**src/rtl/successive_approx_search_pkg.sv**
```systemverilog
// rtl/successive_approx_search_pkg.sv - shared types for the successive-approximation search
package successive_approx_search_pkg;

  typedef enum logic [1:0] {
    IDLE = 2'd0,
    REQ  = 2'd1,
    DONE = 2'd2
  } state_t;

endpackage

```
**src/rtl/successive_approx_search.sv**
```systemverilog
// rtl/successive_approx_search.sv - finds a hidden signed value bit by bit via an external >= comparator
module successive_approx_search
  import successive_approx_search_pkg::*;
#(
  parameter int N = 32
) (
  input  logic                clk,
  input  logic                rst,
  input  logic                start,
  output logic                busy,
  output logic                done,
  output logic signed [N-1:0] result,
  output logic                cmp_req,
  output logic signed [N-1:0] probe,
  input  logic                cmp_ack,
  input  logic                cmp_ge
);

  localparam int            KW    = (N > 1) ? $clog2(N) : 1;
  localparam logic [N-1:0]  MSB   = {1'b1, {(N-1){1'b0}}};
  localparam logic [N-1:0]  ONE   = {{(N-1){1'b0}}, 1'b1};
  localparam logic [KW-1:0] K_TOP = KW'(N - 1);

  state_t        state, state_next;
  logic [N-1:0]  acc;
  logic [N-1:0]  trial;
  logic [N-1:0]  acc_next;
  logic [KW-1:0] k;
  logic          last_bit;

  // The search runs in offset binary so an unsigned bit-by-bit build maps onto signed order.
  assign trial    = acc | (ONE << k);
  assign acc_next = cmp_ge ? trial : acc;
  assign probe    = trial ^ MSB;
  assign last_bit = (k == '0);

  always_ff @(posedge clk) begin
    if (rst) state <= IDLE;
    else     state <= state_next;
  end

  always_comb begin
    state_next = state;
    case (state)
      IDLE:    if (start) state_next = REQ;
      REQ:     if (cmp_ack && last_bit) state_next = DONE;
      DONE:    state_next = IDLE;
      default: state_next = IDLE;
    endcase
  end

  always_comb begin
    busy    = 1'b0;
    done    = 1'b0;
    cmp_req = 1'b0;
    case (state)
      REQ: begin
        busy    = 1'b1;
        cmp_req = 1'b1;
      end
      DONE: begin
        busy = 1'b1;
        done = 1'b1;
      end
      default: ;
    endcase
  end

  // result is captured with the final decision so it is already valid while done is high.
  always_ff @(posedge clk) begin
    if (rst) begin
      acc    <= '0;
      k      <= '0;
      result <= '0;
    end else begin
      case (state)
        IDLE: begin
          if (start) begin
            acc <= '0;
            k   <= K_TOP;
          end
        end
        REQ: begin
          if (cmp_ack) begin
            acc <= acc_next;
            if (last_bit) result <= acc_next ^ MSB;
            else          k      <= k - 1'b1;
          end
        end
        default: ;
      endcase
    end
  end

endmodule
```
**config.mk**
```make
export PLATFORM = sky130hd
export DESIGN_NAME = successive_approx_search
export DESIGN_NICKNAME = d
export VERILOG_FILES = /design/src/rtl/successive_approx_search_pkg.sv /design/src/rtl/successive_approx_search.sv
export SDC_FILE = /design/constraint.sdc
export NUM_CORES = 1
export LEC_CHECK = 0
export ABC_AREA = 1
export ABC_CLOCK_PERIOD_IN_PS = 4150
export BUFFER_PORTS_ARGS = -buffer_cell sky130_fd_sc_hd__buf_4
export CAP_MARGIN = 0
export CORE_UTILIZATION = 59
export CTS_CLUSTER_SIZE = 24
export DETAILED_ROUTE_END_ITERATION = 10
export PLACE_DENSITY = 0.87
export SLEW_MARGIN = 5
export SYNTH_ARGS = -nofsm -noshare
export SYNTH_HDL_FRONTEND = slang
export SYNTH_SLANG_ARGS = --single-unit
```
**constraint.sdc**
```tcl
create_clock -name clk -period 4.15 [get_ports clk]
set_input_delay 0.6225 -clock clk [delete_from_list [all_inputs] [get_ports clk]]
set_output_delay 0.6225 -clock clk [all_outputs]
set_load 0.03 [all_outputs]
```
==> run metrics, run 1 <==
Core Region=approximately 0.0056 sq mm; HPWL Detailed=5679 um; DR pass1 iterations=4; GR peak layer=met2; R2R setup slack=around 1.7 ns; Reg area=roughly 0.0014 sq mm; Yosys top cell area share=a little over 40%; worst-path cell with the longest stage delay=dfxtp_1; crit end category=output pin; Skew-Pair Late Insertion Delay=0.35 ns; Die Height=a little under 80 um; Pwr per Cell Area=about 570 mW/mm^2; Layout area overhead=16.86%; Synth Warn #=0; hold depth=2; initial core utilization=62.18%; Post-Route WL=8387 um; final setup fails=0; Die Width=between 70 and 80 um; largest net degree at the start of global routing=60; post-synth cell types=29; num ports=a little over 70; RSZ-0062 raised after global routing=false; gr usage total=28.59%; Via density=5.549; CTS tree=built; final net count=just over 500; vias=3213; drt first-iter violations=between 200 and 250; Cells after Synth=~450; Max Clock Freq=between 0.3 and 0.4 GHz; Worst VDD drop=between 0.3 and 0.4 mV; most common cell after layout, fill and taps aside=buf_4; Final Hold Fails=0; Post-CTS Setup Inserts=0; HP Start=acc[24]$_SDFFE_PP0P_; initial antenna violation count=0; overall power=~2.3 mW; Worst-path clk slew=~0.070 ns; RR Startpoint=k[4]$_SDFFE_PP0P_; global placer's final weighted congestion=roughly 0.90; port bufs=71; CP delay by family, top=flip-flops; Final min period=slightly below 3 ns; Syn Area/Cell=slightly below 8 sq um; WP data required=between 3 and 4 ns; Post-Syn Nets=roughly 460; first-pass GRT wire length=approximately 14000 um; Worst-Margin Slew=about 1 ns; WP buf/inv=2; arrival time worst endpoint=approximately 2.3 ns; Rows=27; n_diodes=0; mapped cell area=between 0.003 and 0.004 sq mm; GRT Residual Overflow=0; max_cap viols=0; CTS resizes=0; Hold EP=acc[24]$_SDFFE_PP0P_; Clock Sinks=71; crit path cell chain=inv_1 > o21ai_0 > buf_4; share of cells above drive strength 1=between 20 and 25%; top post-synthesis cells by area=dfxtp_1 41%, o21ai_0 7.2%, nand2_1 6.8%; CTS Root Cell=clkbuf_8; CP max stage delay=0.79 ns; cts hold-fix bufs=0; worst-path fanout max=20; DRC Markers=0; ANT nets after route=0; CP Class=reg -> out; number of H-tree levels=3; footprint of the multi-input gates=between 0.0015 and 0.002 sq mm; crit start category=flip-flop; final cycle utilization of the critical path=about 69%; met1 track demand over resource=~36%; P_leak=1.677 nW; met2 GRT Util=about 46%; WL per Instance=between 10 and 15 um; register area share after synthesis=41.01%; cell taking the most area after synthesis=dfxtp_1; Num CTS Buffers=9; commonest non-fill, non-tap cells in the layout=72 x buf_4, 71 x dfxtp_1, 63 x nand2_1; TNS Setup=0 ns; Die Footprint=0.006185 sq mm; clock tree buffer depth=2; number of synthesized register bits=just over 70; outcome=finished clean; HP Class=reg -> reg; number of global-route vias before repair=roughly 3k; layout filler cell count=~460; R2R depth=6; clk_skew=roughly 0.0053 ns; max-slew violations=0; RR Endpoint=result[16]$_SDFFE_PP0P_; Max transition margin=33.21%; GRT met3 Usage=under 10%
## final cells by class
cell class | instances | area share [%]
Sequential cell | 71 | 35.09
Tap cell | 72 | 2.224
Timing Repair Buffer | 72 | 13.35
Clock inverter | 5 | 1.236
Clock buffer | 10 | 3.151
Inverter | 43 | 4.047
Multi-Input combinational cell | 306 | 40.90
## synthesized netlist by cell type
| library cell | count |
|---|---|
| nand3_4 | 1 |
| nor2_8 | 1 |
| buf_6 | 11 |
| nor2_4 | 2 |
| clkbuf_1 | 6 |
| o21bai_2 | 2 |
| o21ai_2 | 17 |
| buf_2 | 5 |
| buf_4 | 3 |
| buf_8 | 2 |
| ha_1 | 9 |
| o21ai_1 | 36 |
| o21bai_1 | 5 |
| a21oi_4 | 1 |
| dfxtp_1 | 71 |
| nor2_1 | 47 |
| nand2_1 | 63 |
| nand2_4 | 1 |
| nand4_1 | 1 |
| nor3b_1 | 1 |
| a21oi_1 | 41 |
| inv_4 | 1 |
| o211ai_1 | 7 |
| a21oi_2 | 2 |
| o21ai_0 | 50 |
| nand3_1 | 15 |
| nand3_2 | 4 |
| inv_1 | 37 |
| inv_2 | 5 |
## worst reg2reg max path: cells and delay by family, from the launching register on
family / cells / cell delay, ns
buf+inv: 2 / 0.86
simple gates: 4 / 0.98
flops: 1 / 0.54
## cell families after synthesis
group | count (synthesis) | share of synthesized area (%)
AND/OR/NAND/NOR | 136 | 17.69
flip-flops | 71 | 41.01
adder cells (fa/ha/maj) | 9 | 3.249
buffers and inverters | 70 | 11.19
AO/OA/AOI/OAI | 161 | 26.86
## registers in the layout, indices dropped and copies added, names as in the netlist
signal	flops
state	2
acc	32
result	32
k	5
## stage by stage
stage	hold slack [ns]	utilization, %	std cells	area [sq um]	worst slack [ns]
final	0.4603	72.66	579	4050	1.266
after global routing	0.4724	72.66	579	4050	1.083
after CTS	0.4579	72.66	579	4050	1.280
after detailed placement	0.4488	69.47	564	3872	1.654
after global placement	0.4432	69.47	564	3872	1.686
after floorplan	0.4353	-	447	3466	2.021
## power breakdown
group | internal, mW | switching (mW) | total (mW)
Sequential | 0.745 | 0.103 | 0.847
Clock | 0.270 | 0.257 | 0.527
Combinational | 0.271 | 0.646 | 0.917
Total | 1.29 | 1.00 | 2.29
## how the worst max path moves through the flow
stage | start | to | slack (ns) | depth (start not counted)
after CTS | k[4]$_SDFFE_PP0P_ | probe[18] | 1.28 | 3
after detailed placement | k[4]$_SDFFE_PP0P_ | result[16]$_SDFFE_PP0P_ | 1.65 | 6
final | k[4]$_SDFFE_PP0P_ | probe[18] | 1.27 | 3
after floorplan | k[0]$_SDFFE_PP0P_ | probe[0] | 2.02 | 5
after global placement | k[4]$_SDFFE_PP0P_ | probe[18] | 1.69 | 3
after global routing | k[4]$_SDFFE_PP0P_ | probe[17] | 1.08 | 3
## routing by layer
metal,vias to the layer above,part of all wire [%]
li1,1606,-
met1,1477,43
met2,108,48
met3,22,6.0
met4,0,3.0
met5,-,0
Note: power is estimated with default switching activity, not from simulation.
==> run 2, diff against run 1 <==
ABC_AREA = 0   (was 1)
ABC_CLOCK_PERIOD_IN_PS = 2400   (was 4150)
CORE_UTILIZATION = 49   (was 59)
PLACE_DENSITY = 0.78   (was 0.87)
clock period = 2.4 ns   (was 4.15 ns; I/O delays follow)
==> run 2 against run 1 <==
Via count grew 7.0%. Die area up 19%. Utilization decreased by 10 points. Worst setup slack lost 1.1 ns. Sequential power up 66%. Synthesized cell count fell by 6.5%. Critical path depth increased by 2. Clock power up 76%. Cell area is 4.7% higher. Global-route usage down 2.3 points. Combinational power increased by 150%. Power up 100%. Largest cell class unchanged.
==> run metrics, run 2 <==
Rows=30 (was 27); Post-synth EDFFs=0 (unchanged); first-pass GRT wire length=15240 um (was 13700 um); Worst-path clk slew=0.07 ns (about the same); share of cells above drive strength 1=26.74% (was 24.26%); DP Worst Slack=0.2510 ns (was 1.654 ns); Reg area=0.001423 sq mm (was 0.001421 sq mm); Clock Sinks=71 (unchanged); outcome=finished clean (unchanged); largest net degree at the start of global routing=48 (was 60); gr usage total=26.25% (was 28.59%); Worst-Margin Slew=0.5725 ns (was 1.001 ns); RSZ-0062 raised after global routing=false (unchanged); layout filler cell count=603 (was 463); Num CTS Buffers=9 (unchanged); Final Hold Fails=0 (unchanged); placed cell count=557 (was 564); port bufs=71 (unchanged); Via density=6.019 (was 5.549); footprint of the multi-input gates=0.001813 sq mm (was 0.001657 sq mm); ANT nets after route=0 (unchanged); WL per Instance=16.32 um (was 14.49 um); number of global-route vias before repair=3191 (was 2914); crit start category=flip-flop (unchanged); crit end category=output pin (unchanged); CTS tree=built (unchanged); biggest regs=acc (32), result (32), k (5) (unchanged); DR pass1 iterations=5 (was 4); Syn Area/Cell=8.241 sq um (was 7.754 sq um); Die Width=85.85 um (was 78.65 um); Cells after Synth=418 (was 447); drt first-iter violations=274 (was 237); Max transition margin=61.83% (was 33.21%); fin util=62.39% (was 72.66%); commonest non-fill, non-tap cells in the layout=90 x buf_4, 76 x a21oi_1, 70 x dfxtp_1 (was 72 x buf_4, 71 x dfxtp_1, 63 x nand2_1); max-slew violations=0 (unchanged); hold_ws=0.3837 ns (was 0.4603 ns); CTS Root Cell=clkbuf_8 (unchanged); Async SR Flop Fraction=0% (unchanged); HPWL Detailed=6131 um (was 5679 um); Worst VDD drop=0.5242 mV (was 0.3296 mV); Final min period=about 2.2 ns; n_diodes=0 (unchanged); Skew-Pair Late Insertion Delay=0.35 ns (about the same); clock tree buffer depth=2 (unchanged); Pwr per Cell Area=1085 mW/mm^2 (was 565.7 mW/mm^2); GRT Residual Overflow=0 (unchanged); Die Footprint=0.007369 sq mm (was 0.006185 sq mm); num ports=72 (unchanged); number of H-tree levels=3 (unchanged); DRC Markers=0 (unchanged); most common cell in the netlist=a21oi_1 (was dfxtp_1); cell taking the most area after synthesis=dfxtp_1 (unchanged); HP Class=in -> reg (was reg -> reg); WP data required=2.04 ns (was 3.53 ns); clk_skew=0.009401 ns (was 0.005325 ns); Post-Syn Nets=432 (was 461); final net count=486 (was 517); worst-path fanout max=7 (was 20); top post-synthesis cells by area=dfxtp_1 41%, a21oi_1 11%, nand4_1 6.2% (was dfxtp_1 41%, o21ai_0 7.2%, nand2_1 6.8%); CP Class=reg -> out (unchanged); Layout area overhead=23.07% (was 16.86%); global placer's final weighted congestion=0.8535 (was 0.9008); P_leak=1.781 nW (was 1.677 nW); Post-synth top flop=dfxtp_1 (unchanged); Synth Warn #=0 (unchanged); number of synthesized register bits=71 (unchanged); final setup fails=0 (unchanged); most instantiated cells after synthesis=76 x a21oi_1, 71 x dfxtp_1, 42 x nor3_1 (was 71 x dfxtp_1, 63 x nand2_1, 50 x o21ai_0); final cycle utilization of the critical path=around nine tenths; Yosys top cell area share=41.26% (was 41.01%); Max Clock Freq=approximately 0.46 GHz; Die Height=85.85 um (was 78.65 um); post-synth cell types=42 (was 29); register area share after synthesis=41.26% (was 41.01%); cts hold-fix bufs=0 (unchanged); initial core utilization=50.70% (was 62.18%); initial antenna violation count=0 (unchanged); mapped cell area=0.003445 sq mm (was 0.003466 sq mm); most common cell after layout, fill and taps aside=buf_4 (unchanged); Post-Route WL=9317 um (was 8387 um); Setup WS post-layout=0.2066 ns (was 1.266 ns); Core Region=0.006794 sq mm (was 0.005574 sq mm); arrival time worst endpoint=1.83 ns (was 2.26 ns); max_cap viols=0 (unchanged); Layout Cells excl Fill=571 (was 579); vias=3437 (was 3213); TNS Setup=0 ns (unchanged)
[run 2: report_power, final]
part,switching [mW],internal [mW]
clock network,0.434,0.493
registers,0.109,1.30
logic,1.52,0.744
[run 2: cell families (layout without fill, tap and decap cells)]
group | count (synthesis) | after routing | share of synthesized area [%]
buf+inv | 53 | 110 | 6.212
fa+ha+maj | 9 | 9 | 3.269
mux | 1 | 1 | 0.2906
simple gates | 149 | 149 | 24.34
compound gates | 135 | 135 | 24.63
flops | 71 | 71 | 41.26
[run 2: worst max-delay path: stages (launching register included)]
cell and delay [ns]:
dfxtp_1 0.44, inv_1 0.13, ha_1 0.27, ha_1 0.28
a21o_1 0.20, buf_4 0.17
[run 2: worst paths after layout]
| check | startpoint | depth (start not counted) | slack [ns] | to |
|---|---|---|---|---|
| setup reg to reg | k[0]$_SDFFE_PP0P_ | 6 | 0.22 | result[15]$_SDFFE_PP0P_ |
| hold reg to reg | acc[20]$_SDFFE_PP0P_ | 2 | 0.47 | acc[20]$_SDFFE_PP0P_ |
| setup / recovery | k[0]$_SDFFE_PP0P_ | 5 | 0.21 | probe[4] |
| hold / removal | cmp_ack | 3 | 0.38 | k[2]$_SDFFE_PP0P_ |
[run 2: final cells by class]
class                           count  area share [%]
Multi-Input combinational cell    294           42.77
Sequential cell                    71           33.56
Timing Repair Buffer               90           15.94
Clock buffer                       10           3.247
Tap cell                           96           2.834
Clock inverter                      4           1.122
Inverter                            6          0.5313
[run 2: per-stage QoR]
step | power (mW) | cell area (sq um)
2_1_floorplan | 2.996 | 3445
3_3_place_gp | 3.620 | 4050
3_5_place_dp | 3.650 | 4050
4_1_cts | 4.570 | 4235
5_1_grt | 4.851 | 4239
6_report | 4.600 | 4239
[run 2: what timing repair did]
item / CTS / global route
setup buffers: 0 / 0
gates resized for setup: 0 / 2
endpoints found under the setup margin: 0 / 7
[run 2: metal layers]
metal / vias up / wire [um] / GRT usage (%) / part of all wire, %
met2: 147 / 4541 / 42.91 / 49
met5: - / 0 / 0 / 0
met1: 1637 / 3967 / 34.14 / 43
met4: 0 / 170 / 9.242 / 1.8
met3: 16 / 638 / 6.064 / 6.8
li1: 1637 / - / - / -
